## src/rtl/exec_pkg.sv

```systemverilog
// Shared types and constants for the execute stage: op codes, FSM states and
// the iteration count of the shift-add multiplier.
package exec_pkg;

  typedef enum logic [2:0] {
    OP_ADD = 3'd0,
    OP_SUB = 3'd1,
    OP_AND = 3'd2,
    OP_OR  = 3'd3,
    OP_XOR = 3'd4,
    OP_SLL = 3'd5,
    OP_SRL = 3'd6,
    OP_MUL = 3'd7
  } op_t;

  typedef enum logic [1:0] {
    IDLE = 2'd0,
    MUL  = 2'd1,
    WB   = 2'd2
  } state_t;

  localparam int MUL_CYCLES = 16;
  localparam int CNT_BITS   = $clog2(MUL_CYCLES);

endpackage

```

## src/rtl/exec_mul_iter.sv

```systemverilog
// Iterative shift-add multiplier: one partial-product step per clock while
// step is high; done flags the final step and result carries its sum.
module exec_mul_iter
  import exec_pkg::*;
#(
  parameter int WIDTH = 16
) (
  input  logic             clk,
  input  logic             rst,
  input  logic             start,
  input  logic             step,
  input  logic [WIDTH-1:0] opa,
  input  logic [WIDTH-1:0] opb,
  output logic             done,
  output logic [WIDTH-1:0] result
);

  logic [CNT_BITS-1:0] cnt_reg;
  logic [WIDTH-1:0]    acc_reg;
  logic [WIDTH-1:0]    mcand_reg;
  logic [WIDTH-1:0]    mplier_reg;
  logic [WIDTH-1:0]    acc_next;

  assign acc_next = mplier_reg[0] ? (acc_reg + mcand_reg) : acc_reg;
  // result is the accumulator after the current step, so the final sum is
  // available in the same cycle done is raised.
  assign done     = step && (cnt_reg == CNT_BITS'(MUL_CYCLES - 1));
  assign result   = acc_next;

  always_ff @(posedge clk or posedge rst) begin
    if (rst) begin
      cnt_reg    <= '0;
      acc_reg    <= '0;
      mcand_reg  <= '0;
      mplier_reg <= '0;
    end else if (start) begin
      cnt_reg    <= '0;
      acc_reg    <= '0;
      mcand_reg  <= opa;
      mplier_reg <= opb;
    end else if (step) begin
      cnt_reg    <= cnt_reg + 1'b1;
      acc_reg    <= acc_next;
      mcand_reg  <= mcand_reg << 1;
      mplier_reg <= mplier_reg >> 1;
    end
  end

endmodule

```

## src/rtl/exec_unit.sv

```systemverilog
// Execute stage feeding the register-file write port: single-cycle ALU ops and
// a 16-cycle iterative multiply that back-pressures the issuer.
module exec_unit
  import exec_pkg::*;
#(
  parameter int WIDTH     = 16,
  parameter int NREG_BITS = 3
) (
  input  logic                 clk,
  input  logic                 rst,
  input  logic                 in_valid,
  output logic                 in_ready,
  input  logic [2:0]           op,
  input  logic [NREG_BITS-1:0] rd,
  input  logic [WIDTH-1:0]     opa,
  input  logic [WIDTH-1:0]     opb,
  output logic                 wb_en,
  output logic [NREG_BITS-1:0] wb_reg,
  output logic [WIDTH-1:0]     wb_data,
  output logic                 busy
);

  state_t               state_reg, state_next;
  logic                 wb_en_reg, wb_en_next;
  logic [NREG_BITS-1:0] wb_idx_reg, wb_idx_next;
  logic [WIDTH-1:0]     wb_data_reg, wb_data_next;
  // Destination of the multiply in flight, kept apart so wb_reg holds meanwhile.
  logic [NREG_BITS-1:0] mul_rd_reg, mul_rd_next;

  op_t              op_sel;
  logic             accept;
  logic             mul_start;
  logic             mul_step;
  logic             mul_done;
  logic [WIDTH-1:0] mul_result;
  logic [WIDTH-1:0] alu_result;
  logic [3:0]       shamt;

  assign op_sel   = op_t'(op);
  assign in_ready = (state_reg != MUL);
  assign busy     = (state_reg == MUL);
  assign accept   = in_valid && in_ready;
  assign mul_step = (state_reg == MUL);
  assign shamt    = opb[3:0];

  assign wb_en   = wb_en_reg;
  assign wb_reg  = wb_idx_reg;
  assign wb_data = wb_data_reg;

  exec_mul_iter #(
    .WIDTH(WIDTH)
  ) u_mul (
    .clk    (clk),
    .rst    (rst),
    .start  (mul_start),
    .step   (mul_step),
    .opa    (opa),
    .opb    (opb),
    .done   (mul_done),
    .result (mul_result)
  );

  always_comb begin
    alu_result = '0;
    case (op_sel)
      OP_ADD:  alu_result = opa + opb;
      OP_SUB:  alu_result = opa - opb;
      OP_AND:  alu_result = opa & opb;
      OP_OR:   alu_result = opa | opb;
      OP_XOR:  alu_result = opa ^ opb;
      OP_SLL:  alu_result = opa << shamt;
      OP_SRL:  alu_result = opa >> shamt;
      default: alu_result = '0;
    endcase
  end

  always_comb begin
    state_next   = state_reg;
    wb_en_next   = 1'b0;
    wb_idx_next  = wb_idx_reg;
    wb_data_next = wb_data_reg;
    mul_rd_next  = mul_rd_reg;
    mul_start    = 1'b0;
    case (state_reg)
      MUL: begin
        if (mul_done) begin
          state_next   = WB;
          wb_en_next   = 1'b1;
          wb_idx_next  = mul_rd_reg;
          wb_data_next = mul_result;
        end
      end
      default: begin
        if (accept) begin
          if (op_sel == OP_MUL) begin
            state_next  = MUL;
            mul_start   = 1'b1;
            mul_rd_next = rd;
          end else begin
            state_next   = WB;
            wb_en_next   = 1'b1;
            wb_idx_next  = rd;
            wb_data_next = alu_result;
          end
        end else begin
          state_next = IDLE;
        end
      end
    endcase
  end

  always_ff @(posedge clk or posedge rst) begin
    if (rst) begin
      state_reg   <= IDLE;
      wb_en_reg   <= 1'b0;
      wb_idx_reg  <= '0;
      wb_data_reg <= '0;
      mul_rd_reg  <= '0;
    end else begin
      state_reg   <= state_next;
      wb_en_reg   <= wb_en_next;
      wb_idx_reg  <= wb_idx_next;
      wb_data_reg <= wb_data_next;
      mul_rd_reg  <= mul_rd_next;
    end
  end

endmodule

```

## config.mk

```make
export PLATFORM = sky130hd
export DESIGN_NAME = exec_unit
export DESIGN_NICKNAME = d
export VERILOG_FILES = /design/src/rtl/exec_pkg.sv /design/src/rtl/exec_mul_iter.sv /design/src/rtl/exec_unit.sv
export SDC_FILE = /design/constraint.sdc
export NUM_CORES = 1
export LEC_CHECK = 0
export CAP_MARGIN = 30
export CORE_MARGIN = 2
export CORE_UTILIZATION = 60
export CTS_CLUSTER_DIAMETER = 60
export DETAILED_ROUTE_END_ITERATION = 16
export PLACE_DENSITY = 0.91
export SLEW_MARGIN = 0
export SYNTH_ARGS = -nofsm -noshare
export SYNTH_HDL_FRONTEND = slang
export SYNTH_SLANG_ARGS = --single-unit
```

## constraint.sdc

```tcl
create_clock -name clk -period 5.9 [get_ports clk]
set_input_delay 0.885 -clock clk [delete_from_list [all_inputs] [get_ports clk]]
set_output_delay 0.885 -clock clk [all_outputs]
set_load 0.02 [all_outputs]
```

==> results.md, run 1 <==
- Run status: finished clean
- Seq/Total Area, Yosys: 26.1%
- Leakage Power: just under 0.004 uW
- Number of hold buffers added after cts: 0
- Routability congestion estimate from global placement: 0.987
- Nets@finish: ~1000
- Highest-count cells in the layout ignoring fill and taps: nand2_1 (124), dfrtp_1 (77), nor2_1 (74), a21oi_1 (71), ha_1 (65)
- Hold/Removal Path Class: flip-flop to flip-flop
- Storage element area: ~0.0019 mm^2
- Deepest level of the CTS H-tree: 3
- Height of the die: roughly 110 um
- Global routing met3 resource utilization: between 10% and 20%
- First-iteration detailed-routing DRC count: 1009
- Pre-Repair DR Iteration Count: 6
- Clock buffer depth: 2
- Remaining routing DRC violations: 0
- EDFF count, synth: 0
- Req. time, crit path: between 6 and 7 ns
- Post-cts repair resize count: 0
- P per Cell Area: slightly above 300 mW/mm^2
- Shortest clock period the worst path allows after layout: 4.67 ns
- First-pass GRT wire length: ~37000 um
- Area of the mapped netlist: around 0.0074 mm^2
- Die X-Extent: 115 um
- Cell count after placement: about 1100
- Flop and latch count out of synthesis: 77
- Via count of the routed design: 7215
- Vias in the first global route: slightly below 7000
- Area inside the core boundary: 0.0120 mm^2
- CTS tree: yes
- Finished Layout Cells: between 1000 and 1500
- Detailed-route vias per instance: approximately 6.7
- Final-report hold violation count: 0
- Cells after synthesis: about 880
- Area of the die: approximately 0.013 mm^2
- Worst setup skew after layout: 0.0127 ns
- Final setup violation count: 0
- WP data arrival: 4.90 ns
- Yosys synthesis warning count: 0
- Most heavily used metal layer in global routing: met2
- Number of buffers added for setup after CTS: 0
- Area growth from synthesis to layout: 14.0%
- Filler instances: 972
- Post-synth top flop: dfrtp_1
- Met2 track utilization from global routing: 57.4%
- GR Util met1: 47.8%
- All-layer global routing usage: 36.6%
- Crit share post-route: between 70% and 80%
- Fraction of the core area covered by cells at the end of the flow: 69.9%
- Clock Latency Late Sink: ~0.36 ns
- Count of maximum capacitance violations: 0
- Top achievable clock speed: 214 MHz
- Synthesized netlist net count: between 900 and 1000
- Maximum number of pins on one net before global-route repair: between 70 and 80
- Total area of multi-input combinational cells: roughly 0.005 mm^2
- Number of cell rows: 40
- Type of the worst setup path: primary input to flip-flop
- Number of buffers added by the clock tree synthesis step: 9
- Critical Path Sink Type: flip-flop
- Antenna Violating Nets Remaining: 0
- Number of antenna violations at the first check in global routing: 0
- Routed wire length: between 20000 and 25000 um
- Clock input transition at the sequential cells of the worst setup and hold paths: ~0.06 ns
- Average routed wire per standard cell: approximately 22 um
- CTS Root Cell: clkbuf_16
- Number of pins with negative max-slew slack in the final report: 0
- I/O pin count: 63
- Number of sinks handled by clock tree synthesis: between 70 and 80
- Total congestion overflow after global routing: 0
- Actual transition at the worst max-transition pin: ~1.0 ns
- Maximum fanout along the worst path: 13
- Most frequent standard cell in the layout excluding fill and tap cells: nand2_1
- Diode count: 0
- Unique cell type count in the Yosys netlist: between 70 and 80
- Starting density of the core: between 60% and 70%
- VDD IR-drop max: about 210 uV
- Ratio of cells with drive above 1 in the final layout: 8.63%
- Unrepaired setup endpoints after global routing: no
- Mean instance size in the synthesized netlist: around 8.3 um^2
- Worst max-slew margin expressed relative to the limit: 31.9%
- Sum of net half-perimeters after detailed placement: roughly 17000 um
- Type of element launching the critical path: primary input
- Port buffer count: between 60 and 70
- Proportion of synthesized flip-flops having asynchronous set or reset: 100%
- Setup TNS Final: 0 ns
-- worst max-delay path: stages --
cell and delay [ns]:
clkdlybuf4s50_1 0.45, buf_4 0.21, nor2_1 0.43, nand2_1 0.38
nor2_1 0.18, a21o_1 0.14, inv_1 0.05, ha_1 0.25
nor2b_1 0.14, o31ai_1 0.53, a21oi_1 0.20, o221ai_1 0.36
o21ai_0 0.19, a31o_1 0.21, o32ai_2 0.19, nand3_1 0.09
-- per-stage QoR --
stage               area (um^2)  power, uW  hold WS, ns  setup slack (ns)
finish                     8400       2580        0.480              1.23
global route               8400       2740        0.506             0.967
CTS                        8370       2550        0.483              1.29
detailed placement         8080       1980        0.465             0.928
global placement           8080       1950        0.459             0.994
floorplan                  7370       1630        0.446              1.93
-- cell type report --
cell class	count	area share, %
Inverter	53	2.38
Timing Repair Buffer	80	9.18
Clock inverter	7	0.790
Multi-Input combinational cell	701	59.8
Clock buffer	9	2.68
Sequential cell	77	22.9
Tap cell	147	2.19
-- synth_stat cells, types with 11 or more instances --
| cell type | instances | area [um^2] |
|---|---|---|
| nand2_1 | 124 | 465 |
| dfrtp_1 | 77 | 1930 |
| nor2_1 | 76 | 285 |
| a21oi_1 | 71 | 355 |
| ha_1 | 65 | 813 |
| inv_1 | 52 | 195 |
| o21ai_0 | 37 | 185 |
| a22oi_1 | 36 | 270 |
| clkbuf_1 | 36 | 135 |
| mux2i_1 | 29 | 290 |
| xnor2_1 | 28 | 245 |
| mux4_2 | 17 | 383 |
| a21o_1 | 16 | 120 |
| nor3_1 | 15 | 75.1 |
| a31oi_1 | 13 | 81.3 |
| a211oi_1 | 12 | 90.1 |
| nand3_1 | 11 | 55.1 |
-- cell families (layout without fill, tap and decap cells) --
logic type,Yosys count,in the layout,share of synthesized area (%)
AND/OR/NAND/NOR,288,288,18.0
AO/OA/AOI/OAI,255,255,23.4
buffers and inverters,105,149,5.79
flip-flops,77,77,26.1
adder cells (fa/ha/maj),67,67,11.6
multiplexers,54,54,10.8
XOR/XNOR,37,37,4.40
-- power by group --
part           switching [uW]  internal [uW]  total [uW]
Combinational             683            506        1190
Clock                     264            294         558
Sequential                140            698         838
-- path summary, 6_finish.rpt --
path	slack, ns	depth (start not counted)	end	from
worst max-delay path	1.23	16	wb_data[15]$_DFFE_PP0P_	op[2]
worst min-delay path	0.48	2	wb_data[0]$_DFFE_PP0P_	wb_data[0]$_DFFE_PP0P_
worst max register to register	2.84	10	wb_data[12]$_DFFE_PP0P_	u_mul.mcand_reg[0]$_DFFE_PP0P_
worst min register to register	0.48	2	wb_data[0]$_DFFE_PP0P_	wb_data[0]$_DFFE_PP0P_
max in group asynchronous	4.52	4	wb_data[0]$_DFFE_PP0P_	rst
min in group asynchronous	0.81	3	u_mul.cnt_reg[0]$_DFFE_PP0P_	rst
-- metal layers --
layer,share of wire [%],vias to the layer above
li1,-,3306
met1,40,3407
met2,46,418
met3,11,84
met4,4.1,0
met5,0,-
(Power assumes the default switching activity.)
==> inputs of run 2 (changes only) <==
==> constraint.sdc (replaced) <==
create_clock -name clk -period 4.7 [get_ports clk]
set_input_delay 0.705 -clock clk [delete_from_list [all_inputs] [get_ports clk]]
set_output_delay 0.705 -clock clk [all_outputs]
set_load 0.02 [all_outputs]
==> results.md, run 2 (same netlist as run 1, synthesis figures left out) <==
- Via count of the routed design: 7345 (+1.8%)
- Type of element launching the critical path: primary input
- CTS tree: yes
- Hold/Removal Path Class: flip-flop to flip-flop
- Number of antenna violations at the first check in global routing: 1 (+1)
- VDD IR-drop max: 225 uV (+6.4%)
- Maximum number of pins on one net before global-route repair: 54 (-31%)
- Total congestion overflow after global routing: 0 (unchanged)
- Final-report hold violation count: 0 (unchanged)
- Final Instance Area: 0.00845 mm^2 (+0.58%)
- Critical Path Max Stage Delay: 0.45 ns (-0.08 ns)
- Sum of net half-perimeters after detailed placement: 17800 um (+5.1%)
- Number of sinks handled by clock tree synthesis: 77 (unchanged)
- Most frequent standard cell in the layout excluding fill and tap cells: nand2_1
- Worst setup skew after layout: 0.00847 ns (-0.00425 ns)
- Detailed-route vias per instance: 6.81 (+1.4%)
- P per Cell Area: 391 mW/mm^2 (+27%)
- First-iteration detailed-routing DRC count: 1105 (+9.5%)
- Actual transition at the worst max-transition pin: 0.938 ns (-0.0832 ns)
- Clock buffer depth: 2 (unchanged)
- Filler instances: 918 (-5.6%)
- Master of the slowest instance on the critical path: o31ai_1
- Nets@finish: 1035 (+0.49%)
- Area inside the core boundary: 0.0120 mm^2 (unchanged)
- Req. time, crit path: 4.99 ns (-1.14 ns)
- Final setup violation count: 0 (unchanged)
- Placed Area: 0.00812 mm^2 (+0.56%)
- Post-cts repair resize count: 0 (unchanged)
- Number of pins with negative max-slew slack in the final report: 0 (unchanged)
- Critical Path Sink Type: flip-flop
- Clock Latency Late Sink: 0.35 ns (about the same)
- Leakage Power: 0.00388 uW (+0.84%)
- Setup TNS Final: 0 ns (unchanged)
- Run status: finished clean
- CTS Root Cell: clkbuf_16
- Die X-Extent: 115 um (unchanged)
- Reg2reg setup slack: 1.81 ns (-1.03 ns)
- Height of the die: 115 um (unchanged)
- Clock input transition at the sequential cells of the worst setup and hold paths: 0.06 ns (about the same)
- Number of buffers added for setup after CTS: 0 (unchanged)
- Highest-count cells in the layout ignoring fill and taps: nand2_1 (124), dfrtp_1 (77), nor2_1 (74), a21oi_1 (71), ha_1 (65)
- Worst max-slew margin expressed relative to the limit: 37.4% (+5.5 points)
- Number of hold buffers added after cts: 0 (unchanged)
- Type of the worst setup path: primary input to flip-flop
- Shortest clock period the worst path allows after layout: 4.11 ns
- Maximum fanout along the worst path: 10 (-3)
- Top achievable clock speed: around 240 MHz
- Cell breakdown of the critical path: clkdlybuf4s50_1 -> nor2_1 -> nand2_1 -> nor2_1 -> a21o_1 -> inv_1 -> ha_1 -> nor2b_1 -> o31ai_1 -> a21oi_1 -> o221ai_1 -> o21ai_0 -> nor4_1 -> o32ai_2 -> nand3_1
- Average routed wire per standard cell: 22.3 um (+0.84%)
- Count of maximum capacitance violations: 0 (unchanged)
- Area growth from synthesis to layout: 14.6%
- Starting density of the core: 61.4% (unchanged)
- WP data arrival: 4.40 ns (-0.50 ns)
- Remaining routing DRC violations: 0 (unchanged)
- I/O pin count: 63 (unchanged)
- Antenna Violating Nets Remaining: 0 (unchanged)
- Routability congestion estimate from global placement: 1.08 (+9.8%)
- All-layer global routing usage: 37.5% (+0.88 points)
- Deepest level of the CTS H-tree: 3 (unchanged)
- Area of the die: 0.0132 mm^2 (unchanged)
- Number of cell rows: 40 (unchanged)
- Vias in the first global route: 6940 (+1.8%)
- Number of buffers added by the clock tree synthesis step: 9 (unchanged)
- Ratio of cells with drive above 1 in the final layout: 9.02% (+0.39 points)
- Crit share post-route: 87.5%
- Diode count: 0 (unchanged)
- Port buffer count: 62 (unchanged)
- Pre-Repair DR Iteration Count: 8 (+2)
- Unrepaired setup endpoints after global routing: no
- Cell repeated most along the worst path: nor2_1
- First-pass GRT wire length: 37900 um (+2.4%)
- Routed wire length: 24100 um (+1.2%)
-- run 2: cell types whose count changed in the layout (fill, tap and decap cells not counted) --
cell       before  now
buf_4          17   23
inv_6           3    1
bufinv_16       0    2
clkinv_8        1    0
clkbuf_8        0    1
buf_16          1    0
clkinv_4        1    0
-- run 2: area by class of cell --
cell class / count / area [um^2] / area share [%]
clock buffer: 10 / 239 / 2.83
clock inverter: 5 / 83.8 / 0.992
inverter: 53 / 200 / 2.37
multi-input combinational: 701 / 5020 / 59.5
sequential: 77 / 1930 / 22.8
tap: 147 / 184 / 2.18
timing repair buffer: 85 / 788 / 9.33
-- run 2: report_power, final --
part           internal [uW]  leakage, uW  switching (uW)  total [uW]
Combinational            635      0.00275             847        1480
Sequential               877     0.000976             178        1060
Clock                    478     0.000151             290         768
-- run 2: worst paths after layout --
check	startpoint	end	cells past startpoint
worst max register to register	u_mul.mcand_reg[0]$_DFFE_PP0P_	wb_data[12]$_DFFE_PP0P_	10
max in group asynchronous	rst	u_mul.mcand_reg[0]$_DFFE_PP0P_	3
worst min register to register	wb_data[0]$_DFFE_PP0P_	wb_data[0]$_DFFE_PP0P_	2
worst max-delay path	op[2]	wb_data[15]$_DFFE_PP0P_	15
min in group asynchronous	rst	mul_rd_reg[2]$_DFFE_PP0P_	2
worst min-delay path	wb_data[0]$_DFFE_PP0P_	wb_data[0]$_DFFE_PP0P_	2
-- run 2: per-layer routing --
metal | track usage, % | share of wire, % | vias up
met5 | 0 | 0.054 | -
met4 | 19.5 | 4.7 | 2
met3 | 7.59 | 12 | 88
met2 | 58.9 | 46 | 486
met1 | 49.3 | 37 | 3462
li1 | - | - | 3307
-- run 2: through the flow --
step	setup WS (ns)	hold WS [ns]	cells	power [uW]	utilization, %
floorplan	0.915	0.446	883	2050	-
global placement	0.481	0.460	1063	2440	67.6
detailed placement	0.379	0.468	1063	2500	67.6
CTS	0.708	0.483	1078	3270	70.3
global route	0.305	0.490	1078	3490	70.3
finish	0.589	0.476	1078	3300	70.3
-- run 2: worst max-delay path, delay by kind of cell --
family	cells	cell delay [ns]
AOI/OAI and AO/OA	6	1.48
and+or+nand+nor	6	1.48
buffers and inverters	2	0.48
adders and majority gates	1	0.26
